$ cat src/rtl/uart_rx_frontend_if.sv
// rtl/uart_rx_frontend_if.sv - receive-side byte/status bundle from the UART front end
`timescale 1ns/1ps
interface uart_rx_frontend_if;
    logic [7:0] data;
    logic       valid;
    logic       frame_err;
    logic       busy;
    logic       idle;
    logic       eof;
    logic [3:0] bit_count;

    modport master (
        output data, valid, frame_err, busy, idle, eof, bit_count
    );

    modport slave (
        input data, valid, frame_err, busy, idle, eof, bit_count
    );
endinterface

$ cat src/rtl/uart_rx_frontend.sv
// rtl/uart_rx_frontend.sv - 8N1 UART receiver with framing, idle and end-of-burst reporting
`timescale 1ns/1ps
module uart_rx_frontend #(
    parameter int CLKS_PER_BIT = 1250,
    parameter int IDLE_BITS    = 10
) (
    input  logic clk,
    input  logic rst,
    input  logic rx,
    uart_rx_frontend_if.master rx_if
);
    localparam int HALF     = CLKS_PER_BIT / 2;
    localparam int CW       = $clog2(CLKS_PER_BIT);
    localparam int ICNT_MAX = IDLE_BITS * CLKS_PER_BIT;
    localparam int IW       = $clog2(ICNT_MAX + 1);

    localparam logic [CW-1:0] CNT_LAST = CW'(CLKS_PER_BIT - 1);
    localparam logic [CW-1:0] CNT_MID  = CW'(HALF - 1);
    localparam logic [IW-1:0] ICNT_SAT = IW'(ICNT_MAX);
    localparam logic [IW-1:0] ICNT_PRE = IW'(ICNT_MAX - 1);

    typedef enum logic [2:0] {
        S_IDLE,
        S_START,
        S_DATA,
        S_STOP,
        S_BREAK
    } state_t;

    state_t        state;
    logic          s1;
    logic          rx_s;
    logic [CW-1:0] cnt;
    logic [IW-1:0] icnt;
    logic [7:0]    shreg;
    logic          got;
    logic          idle_nxt;
    logic          eof_fire;

    // idle is registered, so look one count ahead to make it rise exactly at saturation
    assign idle_nxt = (state == S_IDLE) && rx_s && (icnt >= ICNT_PRE);
    assign eof_fire = got && !rx_if.idle && idle_nxt;

    always_ff @(posedge clk) begin
        if (rst) begin
            state           <= S_IDLE;
            s1              <= 1'b1;
            rx_s            <= 1'b1;
            cnt             <= '0;
            icnt            <= '0;
            shreg           <= '0;
            got             <= 1'b0;
            rx_if.data      <= 8'h00;
            rx_if.valid     <= 1'b0;
            rx_if.frame_err <= 1'b0;
            rx_if.busy      <= 1'b0;
            rx_if.idle      <= 1'b0;
            rx_if.eof       <= 1'b0;
            rx_if.bit_count <= 4'd0;
        end else begin
            s1              <= rx;
            rx_s            <= s1;
            rx_if.valid     <= 1'b0;
            rx_if.frame_err <= 1'b0;
            rx_if.idle      <= idle_nxt;
            rx_if.eof       <= eof_fire;

            if (state == S_IDLE && rx_s) begin
                if (icnt != ICNT_SAT) begin
                    icnt <= icnt + 1'b1;
                end
            end else begin
                icnt <= '0;
            end

            if (eof_fire) begin
                got <= 1'b0;
            end

            case (state)
                S_IDLE: begin
                    if (!rx_s) begin
                        state      <= S_START;
                        cnt        <= '0;
                        rx_if.busy <= 1'b1;
                    end
                end
                S_START: begin
                    if (cnt == CNT_MID) begin
                        cnt <= '0;
                        if (!rx_s) begin
                            state           <= S_DATA;
                            rx_if.bit_count <= 4'd0;
                        end else begin
                            state      <= S_IDLE;
                            rx_if.busy <= 1'b0;
                        end
                    end else begin
                        cnt <= cnt + 1'b1;
                    end
                end
                S_DATA: begin
                    if (cnt == CNT_LAST) begin
                        cnt             <= '0;
                        shreg           <= {rx_s, shreg[7:1]};
                        rx_if.bit_count <= rx_if.bit_count + 4'd1;
                        if (rx_if.bit_count == 4'd7) begin
                            state <= S_STOP;
                        end
                    end else begin
                        cnt <= cnt + 1'b1;
                    end
                end
                S_STOP: begin
                    if (cnt == CNT_LAST) begin
                        cnt <= '0;
                        if (rx_s) begin
                            rx_if.data  <= shreg;
                            rx_if.valid <= 1'b1;
                            got         <= 1'b1;
                            state       <= S_IDLE;
                            rx_if.busy  <= 1'b0;
                        end else begin
                            rx_if.frame_err <= 1'b1;
                            state           <= S_BREAK;
                        end
                    end else begin
                        cnt <= cnt + 1'b1;
                    end
                end
                S_BREAK: begin
                    // a line held low after a bad stop bit must not look like a new start bit
                    if (rx_s) begin
                        state      <= S_IDLE;
                        rx_if.busy <= 1'b0;
                    end
                end
                default: begin
                    state      <= S_IDLE;
                    rx_if.busy <= 1'b0;
                end
            endcase
        end
    end
endmodule
$ cat src/flat_wrapper.sv
// flat-port wrapper written by rule: the top's interface ports become plain ports
module uart_rx_frontend_flat 
#(
    parameter int CLKS_PER_BIT = 1250,
    parameter int IDLE_BITS    = 10
)
  (clk, rst, rx, rx_if_data, rx_if_valid, rx_if_frame_err, rx_if_busy, rx_if_idle, rx_if_eof, rx_if_bit_count);
  uart_rx_frontend_if rx_if_i ();
  input  logic clk;
  input  logic rst;
  input  logic rx;
  output wire logic [$bits(rx_if_i.data)-1:0] rx_if_data;
  output wire logic [$bits(rx_if_i.valid)-1:0] rx_if_valid;
  output wire logic [$bits(rx_if_i.frame_err)-1:0] rx_if_frame_err;
  output wire logic [$bits(rx_if_i.busy)-1:0] rx_if_busy;
  output wire logic [$bits(rx_if_i.idle)-1:0] rx_if_idle;
  output wire logic [$bits(rx_if_i.eof)-1:0] rx_if_eof;
  output wire logic [$bits(rx_if_i.bit_count)-1:0] rx_if_bit_count;
  assign rx_if_data = rx_if_i.data;
  assign rx_if_valid = rx_if_i.valid;
  assign rx_if_frame_err = rx_if_i.frame_err;
  assign rx_if_busy = rx_if_i.busy;
  assign rx_if_idle = rx_if_i.idle;
  assign rx_if_eof = rx_if_i.eof;
  assign rx_if_bit_count = rx_if_i.bit_count;
  uart_rx_frontend #(.CLKS_PER_BIT(CLKS_PER_BIT), .IDLE_BITS(IDLE_BITS)) u_core (.clk(clk), .rst(rst), .rx(rx), .rx_if(rx_if_i));
endmodule
$ cat config.mk
export PLATFORM = sky130hd
export DESIGN_NAME = uart_rx_frontend_flat
export DESIGN_NICKNAME = d
export VERILOG_FILES = /design/src/rtl/uart_rx_frontend_if.sv /design/src/rtl/uart_rx_frontend.sv /design/src/flat_wrapper.sv
export SDC_FILE = /design/constraint.sdc
export NUM_CORES = 1
export LEC_CHECK = 0
export CAP_MARGIN = 20
export CELL_PAD_IN_SITES_DETAIL_PLACEMENT = 0
export CELL_PAD_IN_SITES_GLOBAL_PLACEMENT = 2
export CORE_ASPECT_RATIO = 1.2
export CORE_MARGIN = 3
export CORE_UTILIZATION = 38
export CTS_CLUSTER_SIZE = 16
export DETAILED_ROUTE_END_ITERATION = 16
export PLACE_DENSITY_LB_ADDON = 0.1
export SKIP_LAST_GASP = 1
export SLEW_MARGIN = 15
export SYNTH_ARGS = -nofsm -noshare
export SYNTH_HDL_FRONTEND = slang
export SYNTH_SLANG_ARGS = --single-unit
$ cat constraint.sdc
create_clock -name clk -period 3.6 [get_ports clk]
set_input_delay 0.36 -clock clk [delete_from_list [all_inputs] [get_ports clk]]
set_output_delay 0.36 -clock clk [all_outputs]
set_load 0.02 [all_outputs]
==> summary.txt <==
Timing
  • Final setup TNS: 0 ns
  • Final period utilization: 66.1%
  • Hold WS: 0.423 ns
  • RSZ-0062 raised after global routing: no
  • Actual slew at the worst max-slew pin: around 0.85 ns
  • Worst clock skew: 0.00770 ns
  • Highest clock rate: 420 MHz
  • Final hold violation count: 0
  • Max-slew violations: 0
  • Worst setup margin: 1.22 ns
  • Slew HR: 43.0%
  • Final min period: 2.38 ns
  • Final setup vio count: 0

Global route
  • Vias in the first global route: 2156
  • Global route overflow: 0
  • Largest net degree at the start of global routing: 35
  • First-pass GRT wire length: roughly 11000 um
  • Initial antenna violation count: 0
  • Overall routing resource usage: 15.4%

Yosys
  • Post-synth top area share: roughly two fifths
  • Area contributors post-synth: dfxtp_1 (41%), a21oi_1 (5.7%), nand3_1 (4.8%)
  • Largest area contributor in the netlist: dfxtp_1
  • FFs w/ async S/R, synth: 0%
  • Mapped cell area: 2720 um2
  • Yosys reg bits: 56
  • Sequential element share of the synthesized area: 41.2%
  • EDFF count, synth: 0
  • Syn_area_per_cell: 8.57 um2
  • Top FF cell, synth: dfxtp_1
  • Cells after Synth: 318
  • Post-synth net total: 327
  • YS warnings: 0
  • Post-synthesis cell type count: 59

Worst setup path
  • Data arrival, critical path: approximately 2.6 ns
  • Critical path class: flop to flop
  • Startpoint types: flop
  • R2R depth: 4
  • Worst path required time: 3.85 ns
  • Max FO, Critical Path: 27
  • CP endpoint kind: flop

Layout
  • Final non-filler cell area: between 3000 and 4000 um2
  • # fillers: 704
  • Sequential cell area: about 1100 um2
  • Commonest non-fill, non-tap cell in the layout: dfxtp_1
  • Multi-input gate area: roughly 1500 um2
  • Commonest non-fill, non-tap cells in the layout: dfxtp_1 (56), a21oi_1 (31), nand3_1 (26)
  • Nets: roughly 340
  • Fraction of layout cells with a size suffix above 1: 6.99%
  • Diodes inserted: 0
  • Syn-to-layout area delta: 11.9%

Die
  • Die ar.: 8220 um2
  • Width of the die: 83.3 um
  • Cell row count: 33
  • Starting density of the core: 39.5%
  • I/O pin count: 20
  • Core ar.: 6900 um2
  • Die Y: between 90 and 100 um

Clocking
  • CTS tree: built
  • # hold bufs at CTS: 0
  • PostCTS Resize Cnt: 0
  • Clock sinks: 56
  • Worst skew pair latency: 0.32 ns
  • Clock Tree Root: clkbuf_8
  • Post-CTS setup buffers: 0
  • CTS Buf Count: 5
  • CTS max path bufs: 2
  • # H-tree levels: 2
  • Clock transition at the registers of the reported paths: 0.11 ns

Pwr
  • Power density cells: approximately 350 nW/um2
  • Cell internal pwr: 0.786 mW
  • Leakage power: ~0.94 nW
  • Sw Share: 26.0%
  • Clock power share: around a third
  • Switch Pwr: 0.277 mW
  • Part of the power in registers: ~60%
  • Peak supply drop: between 0.15 and 0.2 mV
  • Combinational Power Share: under 10%
  • Total power: 1.06 mW

Place
  • DP HPWL: 4000 um
  • Placed Instance Area: just under 3000 um2
  • Post-Place Worst Slack: 1.28 ns
  • Port bufs: 19
  • RePlAce Congestion: about 0.76

Drt
  • Drt pass-1 iters: 4
  • Via count: 2276
  • Vias per inst: 5.47
  • DRT iter0 DRCs: around 140
  • Total Routed Length: 6010 um
  • Routed WL per cell: 14.4 um
  • DRC violation count after routing: 0
  • Post-DRT Antenna Nets: 0

Flow run
  • Max cap viols: 0

Min path
  • Worst hold path depth: 1
  • Hold crit path type: flop to flop

Run status
  • Outcome: complete, no violations
-- worst max-delay path, stage by stage, from the launching register on --
cell     delay [ns]
dfxtp_1        0.89
or3b_1         0.41
a31oi_1        0.60
o31ai_2        0.24
a21oi_1        0.16
-- cell type report --
cell class,instances,share of cell area (%)
repair buffers,21,6.73
flip-flops and latches,56,36.8
inverters,13,1.60
well taps,87,3.57
clock inverters,3,0.780
multi-input cells,231,48.3
clock buffers,5,2.26
-- state kept, by name, indices dropped and copies added (netlist names), 3 cells and up --
signal / cells
u_core.cnt: 11
u_core.rx_if.data: 8
u_core.rx_if.bit_count: 4
u_core.state: 3
u_core.shreg: 8
u_core.icnt: 14
-- stage by stage --
stage | std cells | utilization [%]
global placement | 408 | 42.9
CTS | 416 | 44.2
global route | 416 | 44.2
floorplan | 318 | -
finish | 416 | 44.2
detailed placement | 408 | 42.9
-- power by group through the flow --
| stage | combinational (mW) | sequential [mW] | clock [mW] |
|---|---|---|---|
| after global placement | 0.0624 | 0.652 | 0 |
| after detailed placement | 0.0623 | 0.652 | 0 |
| after floorplan | 0.0520 | 0.645 | 0 |
| after CTS | 0.0625 | 0.638 | 0.381 |
| final | 0.0610 | 0.637 | 0.365 |
| after global routing | 0.0700 | 0.640 | 0.402 |
-- worst paths after layout --
check,startpoint,endpoint,slack [ns]
setup reg to reg,u_core.state[0],u_core.cnt[8],1.22
setup / recovery,u_core.state[0],u_core.cnt[8],1.22
hold / removal,u_core.s1,u_core.rx_s,0.42
hold reg to reg,u_core.s1,u_core.rx_s,0.42
-- cells by family after synthesis --
kind of cell               count (synthesis)  synth area share (%)
adders and majority gates                  7                  3.12
muxes                                      1                 0.367
DFF                                       56                  41.2
AOI/OAI and AO/OA                         81                  17.7
and+or+nand+nor                          131                  29.4
xor gates and xnor gates                  11                  3.54
buffers and inverters                     31                  4.78
-- synthesized netlist by cell type (all sizes together), types with 7 or more instances --
library cell  count
dfxtp            56
a21oi            32
nand3            27
o21ai            26
nor2             17
nand2            16
inv              13
clkbuf           12
or3              10
nor3              9
xnor2             9
nand4             7
-- layer usage --
layer  GRT usage (%)  wire [um]  share of wire (%)  up-vias
li1                -          -                  -     1183
met1            20.7       3050                 51     1072
met2            25.1       2750                 46       13
met3            2.51         96                1.6        8
met4            5.28        102                1.7        0
met5               0          0                  0        -
Power figures use the tool's default switching activity.
